**config.mk**
```make
export PLATFORM = sky130hd
export DESIGN_NAME = fault_injection_ctrl
export DESIGN_NICKNAME = d
export VERILOG_FILES = /design/src/rtl/fault_injection_pkg.sv /design/src/rtl/fault_injection_timer.sv /design/src/rtl/fault_injection_ctrl.sv
export SDC_FILE = /design/constraint.sdc
export NUM_CORES = 1
export LEC_CHECK = 0
export ABC_AREA = 1
export CAP_MARGIN = 20
export CORE_MARGIN = 2
export CORE_UTILIZATION = 45
export CTS_CLUSTER_SIZE = 14
export DETAILED_ROUTE_END_ITERATION = 10
export HOLD_SLACK_MARGIN = 0.08
export PLACE_DENSITY = 0.81
export SLEW_MARGIN = 20
export SYNTH_ARGS = -nofsm -noshare
export SYNTH_HDL_FRONTEND = slang
export SYNTH_SLANG_ARGS = --single-unit
```
**constraint.sdc**
```tcl
create_clock -name nvdla_core_clk -period 6.7 [get_ports nvdla_core_clk]
set_input_delay 1.34 -clock nvdla_core_clk [delete_from_list [all_inputs] [get_ports nvdla_core_clk]]
set_output_delay 1.34 -clock nvdla_core_clk [all_outputs]
set_load 0.05 [all_outputs]
```
**src/rtl/fault_injection_pkg.sv**
```systemverilog
// Shared definitions for the fault-injection sequencer.
//   fi_state_e    : 2-bit FSM state encoding (IDLE, ARMED, DELAY, INJECT)
//   FI_MODE_*     : corruption mode codes, shared with the test CSR block
//   sat_inc16()   : saturating increment used for the window counter
package fault_injection_pkg;

  typedef enum logic [1:0] {
    ST_IDLE   = 2'd0,
    ST_ARMED  = 2'd1,
    ST_DELAY  = 2'd2,
    ST_INJECT = 2'd3
  } fi_state_e;

  localparam logic [1:0] FI_MODE_STUCK = 2'd0;  // stuck-at cfg_value
  localparam logic [1:0] FI_MODE_FLIP  = 2'd1;  // invert the clean bus bits
  localparam logic [1:0] FI_MODE_SA0   = 2'd2;  // stuck-at-0
  localparam logic [1:0] FI_MODE_SA1   = 2'd3;  // stuck-at-1

  localparam int WIN_CNT_W = 16;

  // Window counter stops at all-ones rather than wrapping to zero.
  function automatic logic [WIN_CNT_W-1:0] sat_inc16(input logic [WIN_CNT_W-1:0] v);
    return (v == {WIN_CNT_W{1'b1}}) ? v : v + 16'd1;
  endfunction

endpackage

```
**src/rtl/fault_injection_timer.sv**
```systemverilog
// Loadable down-counter shared by the DELAY and INJECT phases.
//   clk, rst     : clock, asynchronous active-high reset
//   load_i       : load load_val_i this cycle (takes priority over dec_i)
//   load_val_i   : value to load
//   dec_i        : decrement by one; holds at zero
//   cnt_o        : current count
//   zero_o       : cnt_o == 0
module fault_injection_timer #(
  parameter int CNT_W = 16
) (
  input  logic             clk,
  input  logic             rst,
  input  logic             load_i,
  input  logic [CNT_W-1:0] load_val_i,
  input  logic             dec_i,
  output logic [CNT_W-1:0] cnt_o,
  output logic             zero_o
);

  logic [CNT_W-1:0] cnt_q;

  // NOTE: state registers use non-blocking assignments so every flop samples
  // pre-edge values, independent of block ordering.
  always_ff @(posedge clk or posedge rst) begin
    if (rst) begin
      cnt_q <= '0;
    end else if (load_i) begin
      cnt_q <= load_val_i;
    end else if (dec_i && (cnt_q != '0)) begin
      cnt_q <= cnt_q - CNT_W'(1);
    end
  end

  assign cnt_o  = cnt_q;
  assign zero_o = (cnt_q == '0);

endmodule

```
**src/rtl/fault_injection_ctrl.sv**
```systemverilog
// Sequencer for one fault_injection_mux on a datapath bus. Latches a fault
// descriptor on start, optionally waits for a trigger, waits a programmable
// delay, then drives the mux select/mask/data for a programmable window,
// repeating for cfg_repeat+1 windows.
//   nvdla_core_clk/rst : clock, asynchronous active-high reset
//   start, abort, trig : campaign control and trigger event
//   cfg_*              : fault descriptor, latched on an accepted start
//   cdata_in           : clean bus data (used by bit-flip mode)
//   sel_out, fsel_out, fdata_out : to the mux sel / fsel_in / fdata_in
//   busy, done, win_cnt          : status back to the CSR block
module fault_injection_ctrl
  import fault_injection_pkg::*;
#(
  parameter int W     = 18,
  parameter int CNT_W = 16,
  parameter int REP_W = 8
) (
  input  logic             nvdla_core_clk,
  input  logic             nvdla_core_rst,
  input  logic             start,
  input  logic             abort,
  input  logic             trig,
  input  logic             cfg_trig_en,
  input  logic [1:0]       cfg_mode,
  input  logic [W-1:0]     cfg_mask,
  input  logic [W-1:0]     cfg_value,
  input  logic [CNT_W-1:0] cfg_delay,
  input  logic [CNT_W-1:0] cfg_duration,
  input  logic [REP_W-1:0] cfg_repeat,
  input  logic [W-1:0]     cdata_in,
  output logic             sel_out,
  output logic [W-1:0]     fsel_out,
  output logic [W-1:0]     fdata_out,
  output logic             busy,
  output logic             done,
  output logic [15:0]      win_cnt
);

  fi_state_e        state_q, state_d;
  logic [1:0]       mode_q;
  logic [W-1:0]     mask_q, value_q;
  logic [CNT_W-1:0] delay_q, dur_q;
  logic [REP_W-1:0] rep_q, rep_d;
  logic [15:0]      win_q, win_d;
  logic             sel_q, sel_d;
  logic [W-1:0]     fsel_q, fsel_d;
  logic             done_q, done_d;
  logic             latch_cfg;

  logic             tmr_load, tmr_dec, tmr_zero;
  logic [CNT_W-1:0] tmr_load_val, tmr_cnt, dur_load;

  fault_injection_timer #(.CNT_W(CNT_W)) u_timer (
    .clk        (nvdla_core_clk),
    .rst        (nvdla_core_rst),
    .load_i     (tmr_load),
    .load_val_i (tmr_load_val),
    .dec_i      (tmr_dec),
    .cnt_o      (tmr_cnt),
    .zero_o     (tmr_zero)
  );

  // Window length 0 behaves as 1; the timer counts the remaining cycles after entry.
  assign dur_load = (dur_q == '0) ? '0 : dur_q - CNT_W'(1);

  always_comb begin
    // NOTE: every signal gets a default before the case so no path leaves it
    // unassigned, which would otherwise infer a latch.
    state_d      = state_q;
    rep_d        = rep_q;
    win_d        = win_q;
    done_d       = 1'b0;
    latch_cfg    = 1'b0;
    tmr_load     = 1'b0;
    tmr_load_val = '0;
    tmr_dec      = 1'b0;

    unique case (state_q)
      ST_IDLE: begin
        if (start && !abort) begin
          latch_cfg = 1'b1;
          rep_d     = cfg_repeat;
          if (cfg_trig_en) begin
            state_d = ST_ARMED;
          end else begin
            // Latched copy isn't valid until after this edge, so load from the input.
            state_d      = ST_DELAY;
            tmr_load     = 1'b1;
            tmr_load_val = cfg_delay;
          end
        end
      end
      ST_ARMED: begin
        if (abort) begin
          state_d = ST_IDLE;
        end else if (trig) begin
          state_d      = ST_DELAY;
          tmr_load     = 1'b1;
          tmr_load_val = delay_q;
        end
      end
      ST_DELAY: begin
        if (abort) begin
          state_d = ST_IDLE;
        end else if (tmr_zero) begin
          state_d      = ST_INJECT;
          tmr_load     = 1'b1;
          tmr_load_val = dur_load;
        end else begin
          tmr_dec = 1'b1;
        end
      end
      ST_INJECT: begin
        if (abort) begin
          state_d = ST_IDLE;
        end else if (!tmr_zero) begin
          tmr_dec = 1'b1;
        end else begin
          win_d = sat_inc16(win_q);
          if (rep_q != '0) begin
            // Later windows re-enter DELAY directly; no re-trigger.
            rep_d        = rep_q - REP_W'(1);
            state_d      = ST_DELAY;
            tmr_load     = 1'b1;
            tmr_load_val = delay_q;
          end else begin
            state_d = ST_IDLE;
            done_d  = 1'b1;
          end
        end
      end
      default: state_d = ST_IDLE;
    endcase

    // Outputs track the next state so they change on the same edge as the FSM.
    sel_d  = (state_d == ST_INJECT);
    fsel_d = sel_d ? mask_q : '0;
  end

  // NOTE: the latched descriptor is reset too, so fdata_out is a known value
  // right after reset even though sel_out masks it.
  always_ff @(posedge nvdla_core_clk or posedge nvdla_core_rst) begin
    if (nvdla_core_rst) begin
      state_q <= ST_IDLE;
      mode_q  <= '0;
      mask_q  <= '0;
      value_q <= '0;
      delay_q <= '0;
      dur_q   <= '0;
      rep_q   <= '0;
      win_q   <= '0;
      sel_q   <= 1'b0;
      fsel_q  <= '0;
      done_q  <= 1'b0;
    end else begin
      state_q <= state_d;
      rep_q   <= rep_d;
      win_q   <= win_d;
      sel_q   <= sel_d;
      fsel_q  <= fsel_d;
      done_q  <= done_d;
      if (latch_cfg) begin
        mode_q  <= cfg_mode;
        mask_q  <= cfg_mask;
        value_q <= cfg_value;
        delay_q <= cfg_delay;
        dur_q   <= cfg_duration;
      end
    end
  end

  // Fault data is combinational so bit-flip follows the live bus data.
  always_comb begin
    fdata_out = value_q;
    unique case (mode_q)
      FI_MODE_STUCK: fdata_out = value_q;
      FI_MODE_FLIP:  fdata_out = ~cdata_in;
      FI_MODE_SA0:   fdata_out = '0;
      FI_MODE_SA1:   fdata_out = '1;
      default:       fdata_out = value_q;
    endcase
  end

  assign sel_out  = sel_q;
  assign fsel_out = fsel_q;
  assign busy     = (state_q != ST_IDLE);
  assign done     = done_q;
  assign win_cnt  = win_q;

endmodule

```
==> results.json <==
{
  "status": "finished, final reports clean",
  "cp_data_required_time_ps": 5360,
  "cts_made_buffers": 17,
  "cts.sinks": 132,
  "grt_usage_pct": 22.8,
  "finalHoldViolCount": 0,
  "maxSlewViolCount": 0,
  "synth_seq_area_share_pct": 46.2,
  "firstDrtPassIters": 5,
  "cellPowerDensity_nw_per_um2": 321,
  "antenna_cells": 0,
  "cts_root_buf": "clkbuf_16",
  "cts_buffer_depth": 2,
  "p_leak_nw": 4.35,
  "drc": 0,
  "die_w_um": 130,
  "startpoint_type": "primary input",
  "row_count": 46,
  "skew_ps": 9.83,
  "synth_edf_count": 0,
  "path_clk_slew_ps": 60,
  "cts_setup_buffers": 0,
  "viasPerCell": 5.02,
  "rsz0062_at_grt": "no",
  "crit_fanout": 1,
  "cts_tree": "yes",
  "maxCapViolCount": 0,
  "synth.avg_cell_area_um2": 7.58,
  "core_area_um2": 15700,
  "synthTopCellsByCount": "313 x nand2_1, 132 x dfrtp_1, 86 x nor2_1",
  "nets": 1191,
  "critical_path.max_stage_delay_ps": 850,
  "cts_resized": 0,
  "cpLargestDelayFamily": "buffers and inverters",
  "drive_gt1_share_pct": 6.29,
  "arrival_ps": 2800,
  "crit_path_frequent_cell": "clkdlybuf4s50_1",
  "gp_congestion": 0.925,
  "cts_hold_buf": 0,
  "yosysMostFrequentCell": "nand2_1",
  "fp.dieH_um": 130,
  "antenna_found_initial": 0,
  "ys_types": 39,
  "slew_headroom_pct": 31.7,
  "dp_hpwl_mm": 12.9,
  "grt_pass1_vias": 6354,
  "crit_slowest_cell": "clkdlybuf4s50_1",
  "synthCells": 942,
  "synthesis.area_um2": 7140,
  "clk_latency_ps": 430,
  "async_reset_ff_share_pct": 100,
  "grt_max_degree": 75,
  "port_buffers": 156,
  "ir_drop_uv": 207,
  "clock.fmax_mhz": 241,
  "period_share_pct": 61.8,
  "cp_num_buf_inv": 2,
  "synth_top_area_cell": "dfrtp_1",
  "synth_area_leaders": "dfrtp_1 46%, nand2_1 16%, nand3_1 4.6%",
  "dpl_worst_slack_ps": 2540,
  "ys.flop_type": "dfrtp_1",
  "path_class": "primary input to output pin",
  "wl_per_cell_um": 13.8,
  "worstMarginPinSlew_ps": 1020,
  "path_cells": "clkdlybuf4s50_1 > o221ai_1 > clkdlybuf4s50_1",
  "synth_fp_nets": 1049,
  "dieArea_um2": 16900,
  "drt_iter0_drc": 461,
  "synth-seq-cells": 132,
  "fin_crit_ps": 4140,
  "synth.top_cell.area_share_pct": 46.2,
  "htree_num_levels": 4,
  "yosys_warnings": 0,
  "grt.overflow.total": 0,
  "fin_ws_ps": 2560,
  "postRouteAntennaNets": 0,
  "syn_to_final_growth_pct": 31.6,
  "setup_viol": 0,
  "hold_slack_ps": 477,
  "start_util_pct": 45.5,
  "end_kind": "output pin",
  "dr_total_vias": 6585,
  "grt_pass1_wl_mm": 30.3,
  "fin_setup_tns_ps": 0,
  "drt_wl_total_mm": 18.2,
  "top_level_ports": 157,
  "hold_class": "register to register"
}
placed cells by master, fill, tap and decap left out, types with 2 or more instances in the layout:
master           count
dfrtp_1            132
clkdlybuf4s50_1    156
a21oi_1             40
bufinv_16            3
nor2_1              86
ha_1                 5
nand4_1              9
nor2_2               6
clkbuf_16           17
inv_4                3
nand3_4              2
nand3_2              2
nor2_4               5
nand2_1            313
nor3b_1              2
buf_4                3
clkinv_2             2
xnor2_1              7
clkinvlp_4           4
nor3_1              12
inv_6                2
o21ai_0             50
nand2_4              3
nand3b_1             4
inv_1               76
xor2_1              25
o211ai_1            13
nand3_1             65
clkinv_4             4
o21ai_1             19
inv_2                7
o221ai_1             6
nand2_2              3
nor4_1               3
worst paths after layout:
check,from,end,slack (ps),cells past startpoint
max in group asynchronous,nvdla_core_rst,u_timer.cnt_o[0],3850,3
min in group asynchronous,nvdla_core_rst,win_cnt[9],1410,2
min reg2reg,delay_q[13],delay_q[13],480,2
max,cdata_in[17],fdata_out[17],2560,3
max reg2reg,state_q[0],u_timer.cnt_o[15],4190,9
min,delay_q[13],delay_q[13],480,2
cells by family (layout without fill, tap and decap cells):
family,count (synthesis),after routing,synth area share (%)
simple gates,518,518,31.3
compound gates,132,132,10.2
flops,132,132,46.2
buf+inv,123,278,7.51
xor+xnor,32,32,3.92
fa+ha+maj,5,5,0.876
power by group:
part | internal [W] | switching, W | total, W
sequential | 0.000967 | 0.000141 | 0.00111
clock | 0.000587 | 0.000372 | 0.000959
combinational | 0.000349 | 0.000607 | 0.000956
total | 0.00190 | 0.00112 | 0.00302
registers in the layout, indices dropped and copies added (netlist names):
register and count:
delay_q 16, done 1, dur_q 16, fsel_out 18, mask_q 18, mode_q 2
rep_q 8, sel_out 1, state_q 2, u_timer.cnt_o 16, value_q 18, win_cnt 16
per-layer routing:
layer	vias up	part of all wire, %	GRT usage [%]	wire, um
met5	-	0	0	0
met4	0	2.3	9.17	409
met3	36	6.1	5.33	1110
met2	203	48	37.1	8630
met1	3030	44	29.5	8000
li1	3316	-	-	-
layout make-up:
type	count	area [um2]
Inverter	87	334
Clock inverter	15	183
Fill cell	1352	6310
Sequential cell	132	3300
Tap cell	216	270
Multi-Input combinational cell	687	3300
Clock buffer	17	425
Timing Repair Buffer	159	1580
metrics by stage:
| stage | power, W | util [%] | cells | instance area, um2 |
|---|---|---|---|---|
| 2_1_floorplan | 0.00178 | - | 942 | 7140 |
| 3_3_place_gp | 0.00204 | 56.0 | 1281 | 8800 |
| 3_5_place_dp | 0.00206 | 56.0 | 1281 | 8800 |
| 4_1_cts | 0.00304 | 59.9 | 1313 | 9400 |
| 5_1_grt | 0.00320 | 59.9 | 1313 | 9400 |
| 6_report | 0.00302 | 59.9 | 1313 | 9400 |
tightest hold or removal path: cells and delay by family (launching register included):
family	cells	cell delay, ps
flops	1	340
simple gates	2	110
No activity file was read; power rests on OpenSTA's default activity.
